===== src/rtl/vec_pack_writer.sv =====
// vec_pack_writer: packs scalar elements into wide words and writes them to consecutive addresses.
// Optional early termination via in_last when VEC_PACK_LAST_EN is defined.
module vec_pack_writer #(
  parameter int element_width = 64,
  parameter int no_of_units   = 8,
  parameter int address_width = 20,
  parameter int count_width   = 16
) (
  input  logic                                 clk,
  input  logic                                 reset,
  input  logic                                 start,
  input  logic [address_width-1:0]             base_address,
  input  logic [count_width-1:0]               word_count,
  input  logic [element_width-1:0]             in_data,
  input  logic                                 in_valid,
`ifdef VEC_PACK_LAST_EN
  input  logic                                 in_last,
`endif
  output logic                                 in_ready,
  output logic                                 write_enable,
  output logic [address_width-1:0]             input_write_address,
  output logic [no_of_units*element_width-1:0] input_data,
  output logic                                 busy,
  output logic                                 finish
);
  localparam int DW = no_of_units * element_width;
  localparam int LW = (no_of_units > 1) ? $clog2(no_of_units) : 1;
  typedef enum logic [1:0] {IDLE, FILL, WRITE, DONE} state_t;
  state_t r_state, w_next;
  logic [LW-1:0] r_lane;
  logic [count_width-1:0] r_word, r_cnt;
  logic [address_width-1:0] r_base;
  logic [DW-1:0] r_buf, w_buf;
  logic w_accept, w_end, w_stop;
  assign w_accept = (r_state == FILL) && in_valid;
`ifdef VEC_PACK_LAST_EN
  logic r_term;
  assign w_end  = (r_lane == LW'(no_of_units - 1)) || in_last;
  assign w_stop = (r_word == r_cnt - count_width'(1)) || r_term;
  always_ff @(posedge clk or posedge reset)
    if (reset) r_term <= 1'b0;
    else if (r_state == IDLE && start) r_term <= 1'b0;
    else if (w_accept) r_term <= in_last;
`else
  assign w_end  = r_lane == LW'(no_of_units - 1);
  assign w_stop = r_word == r_cnt - count_width'(1);
`endif
  always_comb begin
    w_buf = r_buf;
    w_buf[r_lane*element_width +: element_width] = in_data;
  end
  always_comb begin
    w_next = r_state;
    case (r_state)
      IDLE:    w_next = start ? ((word_count == '0) ? DONE : FILL) : IDLE;
      FILL:    w_next = (w_accept && w_end) ? WRITE : FILL;
      WRITE:   w_next = w_stop ? DONE : FILL;
      default: w_next = IDLE;
    endcase
  end
  // Output flags are registered from the next state so they line up with the state they describe.
  always_ff @(posedge clk or posedge reset)
    if (reset) begin
      r_state             <= IDLE;
      in_ready            <= 1'b0;
      write_enable        <= 1'b0;
      busy                <= 1'b0;
      finish              <= 1'b0;
      input_write_address <= '0;
      input_data          <= '0;
      r_lane              <= '0;
      r_word              <= '0;
      r_cnt               <= '0;
      r_base              <= '0;
      r_buf               <= '0;
    end else begin
      r_state      <= w_next;
      in_ready     <= w_next == FILL;
      write_enable <= w_next == WRITE;
      busy         <= w_next != IDLE;
      finish       <= w_next == DONE;
      if (r_state == IDLE && start) begin
        r_base <= base_address;
        r_cnt  <= word_count;
        r_lane <= '0;
        r_word <= '0;
        r_buf  <= '0;
      end
      if (w_accept) begin
        r_buf  <= w_buf;
        r_lane <= r_lane + LW'(1);
      end
      if (w_accept && w_end) begin
        input_data          <= w_buf;
        input_write_address <= r_base + address_width'(r_word);
      end
      // Clearing the buffer after each write zero-fills lanes of an early-terminated word.
      if (r_state == WRITE) begin
        r_word <= r_word + count_width'(1);
        r_lane <= '0;
        r_buf  <= '0;
      end
    end
endmodule


===== config.mk =====
export PLATFORM = sky130hd
export DESIGN_NAME = vec_pack_writer
export DESIGN_NICKNAME = d
export VERILOG_FILES = /design/src/rtl/vec_pack_writer.sv
export SDC_FILE = /design/constraint.sdc
export NUM_CORES = 2
export LEC_CHECK = 0
export BUFFER_PORTS_ARGS = -buffer_cell sky130_fd_sc_hd__buf_2
export CAP_MARGIN = 20
export CORE_UTILIZATION = 45
export DETAILED_ROUTE_END_ITERATION = 10
export PLACE_DENSITY = 0.71
export SETUP_SLACK_MARGIN = 0.15
export SLEW_MARGIN = 15
export SYNTH_ARGS = -nofsm -noshare
export SYNTH_HDL_FRONTEND = slang
export SYNTH_SLANG_ARGS = --single-unit

===== constraint.sdc =====
create_clock -name clk -period 32.8 [get_ports clk]
set_clock_uncertainty 0.2 [all_clocks]
set_input_delay 3.28 -clock clk [delete_from_list [all_inputs] [get_ports clk]]
set_output_delay 3.28 -clock clk [all_outputs]
set_load 0.01 [all_outputs]

# Word level (Yosys, flattened, before mapping)

Cells that the tools add are included.

Logic and storage cells: 48
Flip-flop bits (word level): 1105
Output and inout bits: 536
Input port bits: 104

Equal/unequal tests: 7
Multiplexer cells: 14
Add/sub/neg operators: 5
Shift-type cells: 2
Reduce and logical (&&, ||, !) cells: 8

Operator list:

| kind                                                    | number |
|---|---|
| two-way mux 512 bit                                     | 3 |
| bitwise mux 512 bit                                     | 1 |
| variable shift 64 x 34 -> 512 bit, first input constant | 1 |
| variable part select 64 x 34 -> 512 bit                 | 1 |
| negation 9 -> 34 bit                                    | 1 |
| two-way mux 16 bit                                      | 2 |
| adder 20 x 16 -> 20 bit                                 | 1 |
| adder 16 x 1 -> 16 bit, second input constant           | 1 |
| == test 16 bit                                          | 1 |
| logical NOT 16 bit                                      | 1 |
| subtractor 16 x 1 -> 16 bit, second input constant      | 1 |
| two-way mux 3 bit                                       | 3 |
| two-way mux 2 bit                                       | 4 |
| == test 2 bit, second input constant                    | 3 |
| one-hot mux 2 bit (3 select lines)                      | 1 |
| == test 2 x 1 -> 1 bit, second input constant           | 2 |
| nonzero test 2 bit                                      | 2 |
| adder 3 x 1 -> 3 bit, second input constant             | 1 |
| == test 3 bit, second input constant                    | 1 |
| logical AND 1 bit                                       | 3 |
| nonzero test 3 bit                                      | 1 |
| logical NOT 2 bit                                       | 1 |

# Longest topological paths before layout

Depth after elaboration: 6
Depth in mapped cells: 10

# Worst setup path after synthesis

No wires, ideal clock.

Path kind: input to register
Start: input port in_valid
End: register input_write_address[18]
Stages on the path: 8
Arrival: 4.504 ns
Buffers on the path: 4
Path slack: 27.966 ns
Path through: and3b_1 clkbuf_1 nand2_1 buf_2 buf_8 buf_2 a221oi_1 nand3_1

Longest elaborated chain between the ends: 2

Ends and longest elaborated chain:

| what                 | RTL line | RTL |
|---|---|---|
| start, declared      | 15       | `input logic in_valid,` |
| logical AND 1 bit    | 35       | `assign w_accept = (r_state == FILL) && in_valid;` |
| logical AND 1 bit    | 93       | `if (w_accept && w_end) begin` |
| end signal, assigned | 95       | `input_write_address <= r_base + address_width'(r_word);` |
| end, declared        | 21       | `output logic [address_width-1:0] input_write_address,` |

Every way passes these cells.
A chain may end at the register's enable or synchronous reset.

# Worst setup path after layout

Start: input port in_valid
End: register input_data[14]

Longest elaborated chain between the ends: 2

Ends and longest elaborated chain:

| what                 | RTL line | RTL |
|---|---|---|
| logical AND 1 bit    | 35       |  |
| logical AND 1 bit    | 93       |  |
| end signal, assigned | 94       | `input_data <= w_buf;` |
| end, declared        | 22       | `output logic [no_of_units*element_width-1:0] input_data,` |

Every way passes these cells.

==> results.py <==
metrics = {
    "route": {
        "drt_iter0_drc": 3439,
        "drtAntennaViolNets": 0,
        "wl_met3_um": 11200,
        "top_layer": "met5",
        "drtPass1Iterations": 5,
        "drt-wirelength-per-cell_um": 22.3,
        "detail_route.wirelength_um": 150000,
        "drc": 0,
        "met2_length_um": 70200,
        "routed_via_density": 5.60,
        "met1_length_um": 61000,
        "vias": 37638,
    },
    "yosys": {
        "synthSimpleGateAreaFrac": 0.137,
        "yosys-top-cells-count": "1,133 x nand2_1, 1,105 x dfrtp_1, 538 x o21ai_1",
        "post-synth-top-count-cell": "nand2_1",
        "synthAdderAreaFrac": 0.00715,
        "synth_area_per_cell_um2": 9.54,
        "synth-seq-cells": 1105,
        "synth_top_cell_by_area": "dfrtp_1",
        "mappedNetlistArea_mm2": 0.0465,
        "yosysUniqueCellTypes": 61,
        "synth_compound_area_frac": 0.190,
        "synth-main-ff-cell": "dfrtp_1",
        "synthTopCellsByArea": "dfrtp_1 59%, nand2_1 9.1%, o21ai_1 5.8%",
        "synth_nets": 5008,
        "yosysSeqAreaShare": 0.594,
        "synth_top_area_frac": 0.594,
        "synth_mux_area_frac": 0.0282,
        "synth_edf_count": 0,
        "synth-xor-area-share": 0.00602,
        "synth_top_family_by_area": "compound AO/OA/AOI/OAI gates",
        "netlist_instances": 4878,
        "yosys_warnings": 0,
        "synth-async-reset-ratio": 1.00,
    },
    "clock_tree": {
        "numCtsBuffers": 115,
        "cts_max_level": 3,
        "ctsResizeCount": 0,
        "cts.clk_slew.worst_paths_ns": 0.06,
        "cts_setup_buffers": 0,
        "clkLatencyLatePin_ns": 0.70,
        "cts_num_sinks": 1105,
        "cts_buffer_depth": 3,
        "cts_root_buffer": "clkbuf_16",
        "cts_hold_buffers": 0,
        "cts_tree": "done",
    },
    "pwr": {
        "finalPower_mw": 4.63,
        "power_frac_seq": 0.397,
        "max-vdd-ir-drop_uv": 70.4,
        "powerDensity_mw_per_mm2": 85.0,
        "p_switching_mw": 1.76,
        "pwr-share-comb": 0.301,
        "power.internal_mw": 2.87,
        "p_clk_frac": 0.301,
        "leakagePower_nw": 26.2,
        "swShare": 0.379,
    },
    "global_route": {
        "grt_max_degree": 246,
        "antenna_found_initial": 2,
        "overflow": 0,
        "grt_pass1_vias": 36570,
        "grt_usage": 0.284,
        "grt_first_pass_wirelength_um": 226000,
    },
    "setup_path": {
        "r2r_end": "input_data[14]",
        "path_cells": "buf_2 > and3b_1 > nand2_4 > buf_4 > buf_12 > buf_4 > buf_4 > o21ai_0",
        "reg2reg_from": "r_state[0]",
        "cp-startpoint": "in_valid",
        "crit_slowest_cell": "buf_4",
        "cp_top_family": "buffers and inverters",
        "reg2reg_depth": 7,
        "critPathCaptureType": "flop",
        "cp_slowest_stage_delay_ns": 0.95,
        "cp.required_ns": 33.14,
        "crit_buf_inv": 5,
        "cpMostUsedCell": "buf_4",
        "critical_path_class": "primary input to flop",
        "startpoint_type": "primary input",
        "crit_arrival_ns": 8.10,
        "cp_max_fo": 219,
        "rrSetupSlack_ns": 27.22,
    },
    "worst_hold_path": {
        "holdPathStages": 2,
        "min-delay-start": "input_data[19]",
        "whs_endpoint": "input_data[19]",
        "hold_path_class": "flop to flop",
    },
    "layout": {
        "nets": 5384,
        "layout-drive-gt1-share": 0.173,
        "post-route-cell-area_mm2": 0.0545,
        "antenna_cells": 0,
        "finish.utilization": 0.533,
        "final_cells": 6720,
        "area_growth_pct": 17.1,
    },
    "placement": {
        "pre_cts_slack_ns": 24.44,
        "dp_hpwl_um": 97500,
        "place_congestion": 0.914,
        "placed_cell_area_mm2": 0.0504,
        "dp.cells": 6504,
        "io_buffers": 639,
    },
    "timing": {
        "rsz0062_at_grt": "no",
        "finalSetupViolCount": 0,
        "fin_crit_sh": 0.236,
        "setup_tns_ns": 0,
        "slew_viol_final": 0,
        "hold_slack_ns": 0.275,
        "fmax_mhz": 129,
        "final.min_clock_period_ns": 7.75,
        "tightest_slew_ns": 1.10,
        "setup_slack_ns": 25.05,
        "max-slew-margin-rel": 0.270,
        "hold_violations": 0,
    },
    "floorplan": {
        "ios": 640,
        "core_region_area_mm2": 0.102,
        "start_util": 0.455,
        "row_count": 117,
        "chipWidth_um": 324,
        "die_height_um": 324,
        "fp.dieArea_mm2": 0.105,
    },
    "outcome": {
        "status": "complete, no violations",
    },
    "flow_run": {
        "maxCapViolations": 0,
    },
}
[layout make-up]
cell class	instances	area [um2]
clock inverter	54	749
timing repair buffer	687	3640
tap	1368	1710
multi-input combinational	3329	17300
sequential	1105	27700
inverter	16	63.8
fill	9209	47700
clock buffer	161	3340
[worst register-to-register path, stage by stage (launching register included)]
cell	delay (ns)
dfrtp_1	0.47
and3b_1	0.49
nand2_4	0.59
buf_4	0.74
buf_12	0.55
buf_4	1.25
buf_4	0.85
o21ai_0	0.29
[worst max path at each step]
stage	end	slack [ns]	depth (start not counted)
floorplan	busy	14.07	1
global placement	input_data[14]	24.59	8
detailed placement	input_data[14]	24.44	8
CTS	input_data[14]	25.21	8
global route	input_data[18]	24.70	8
finish	input_data[14]	25.05	8
[cell families (layout without fill, tap and decap cells)]
kind of cell / after synthesis / after routing
AOI/OAI and AO/OA: 1513 / 1513
xor gates and xnor gates: 32 / 32
adders and majority gates: 26 / 26
buffers and inverters: 444 / 918
DFF: 1105 / 1105
muxes: 131 / 131
and+or+nand+nor: 1627 / 1627
[state kept, by name, summed over array words and instances, names as in the netlist, 2 cells and up]
| register | cells |
|---|---|
| r_state | 2 |
| input_write_address | 20 |
| r_base | 20 |
| r_cnt | 16 |
| input_data | 512 |
| r_buf | 512 |
| r_lane | 3 |
| r_word | 16 |
[placed cells by master (no fill, tap or decap), types with 7 or more instances in the layout]
| cell | instances |
|---|---|
| nor2_1 | 400 |
| o21ai_0 | 270 |
| buf_4 | 42 |
| o21ai_1 | 537 |
| clkbuf_1 | 17 |
| mux2i_1 | 129 |
| nand2_1 | 1116 |
| a22o_1 | 129 |
| a21oi_1 | 399 |
| dfrtp_1 | 1105 |
| xnor2_1 | 16 |
| a21o_1 | 10 |
| o31ai_1 | 7 |
| clkbuf_16 | 115 |
| buf_2 | 639 |
| nand3_1 | 20 |
| nor2b_1 | 7 |
| a32o_1 | 129 |
| xor2_1 | 16 |
| bufinv_16 | 15 |
| clkbuf_8 | 29 |
| ha_1 | 25 |
| nand4_1 | 11 |
| nand2_4 | 12 |
| nor3_1 | 10 |
| clkinv_2 | 26 |
| inv_1 | 13 |
| and3_1 | 7 |
[power groups by stage]
stage	Clock (mW)	Combinational, mW	Sequential (mW)
after global routing	1.47	1.54	1.87
after floorplan	0	0.842	1.87
after global placement	0	1.36	1.85
after CTS	1.42	1.40	1.83
final	1.39	1.40	1.84
after detailed placement	0	1.39	1.86
[layer usage]
layer,track usage,up-vias
li1,-,17427
met1,0.367,18583
met2,0.452,1321
met3,0.0635,305
met4,0.138,2
met5,0,-
(Power assumes the default switching activity.)
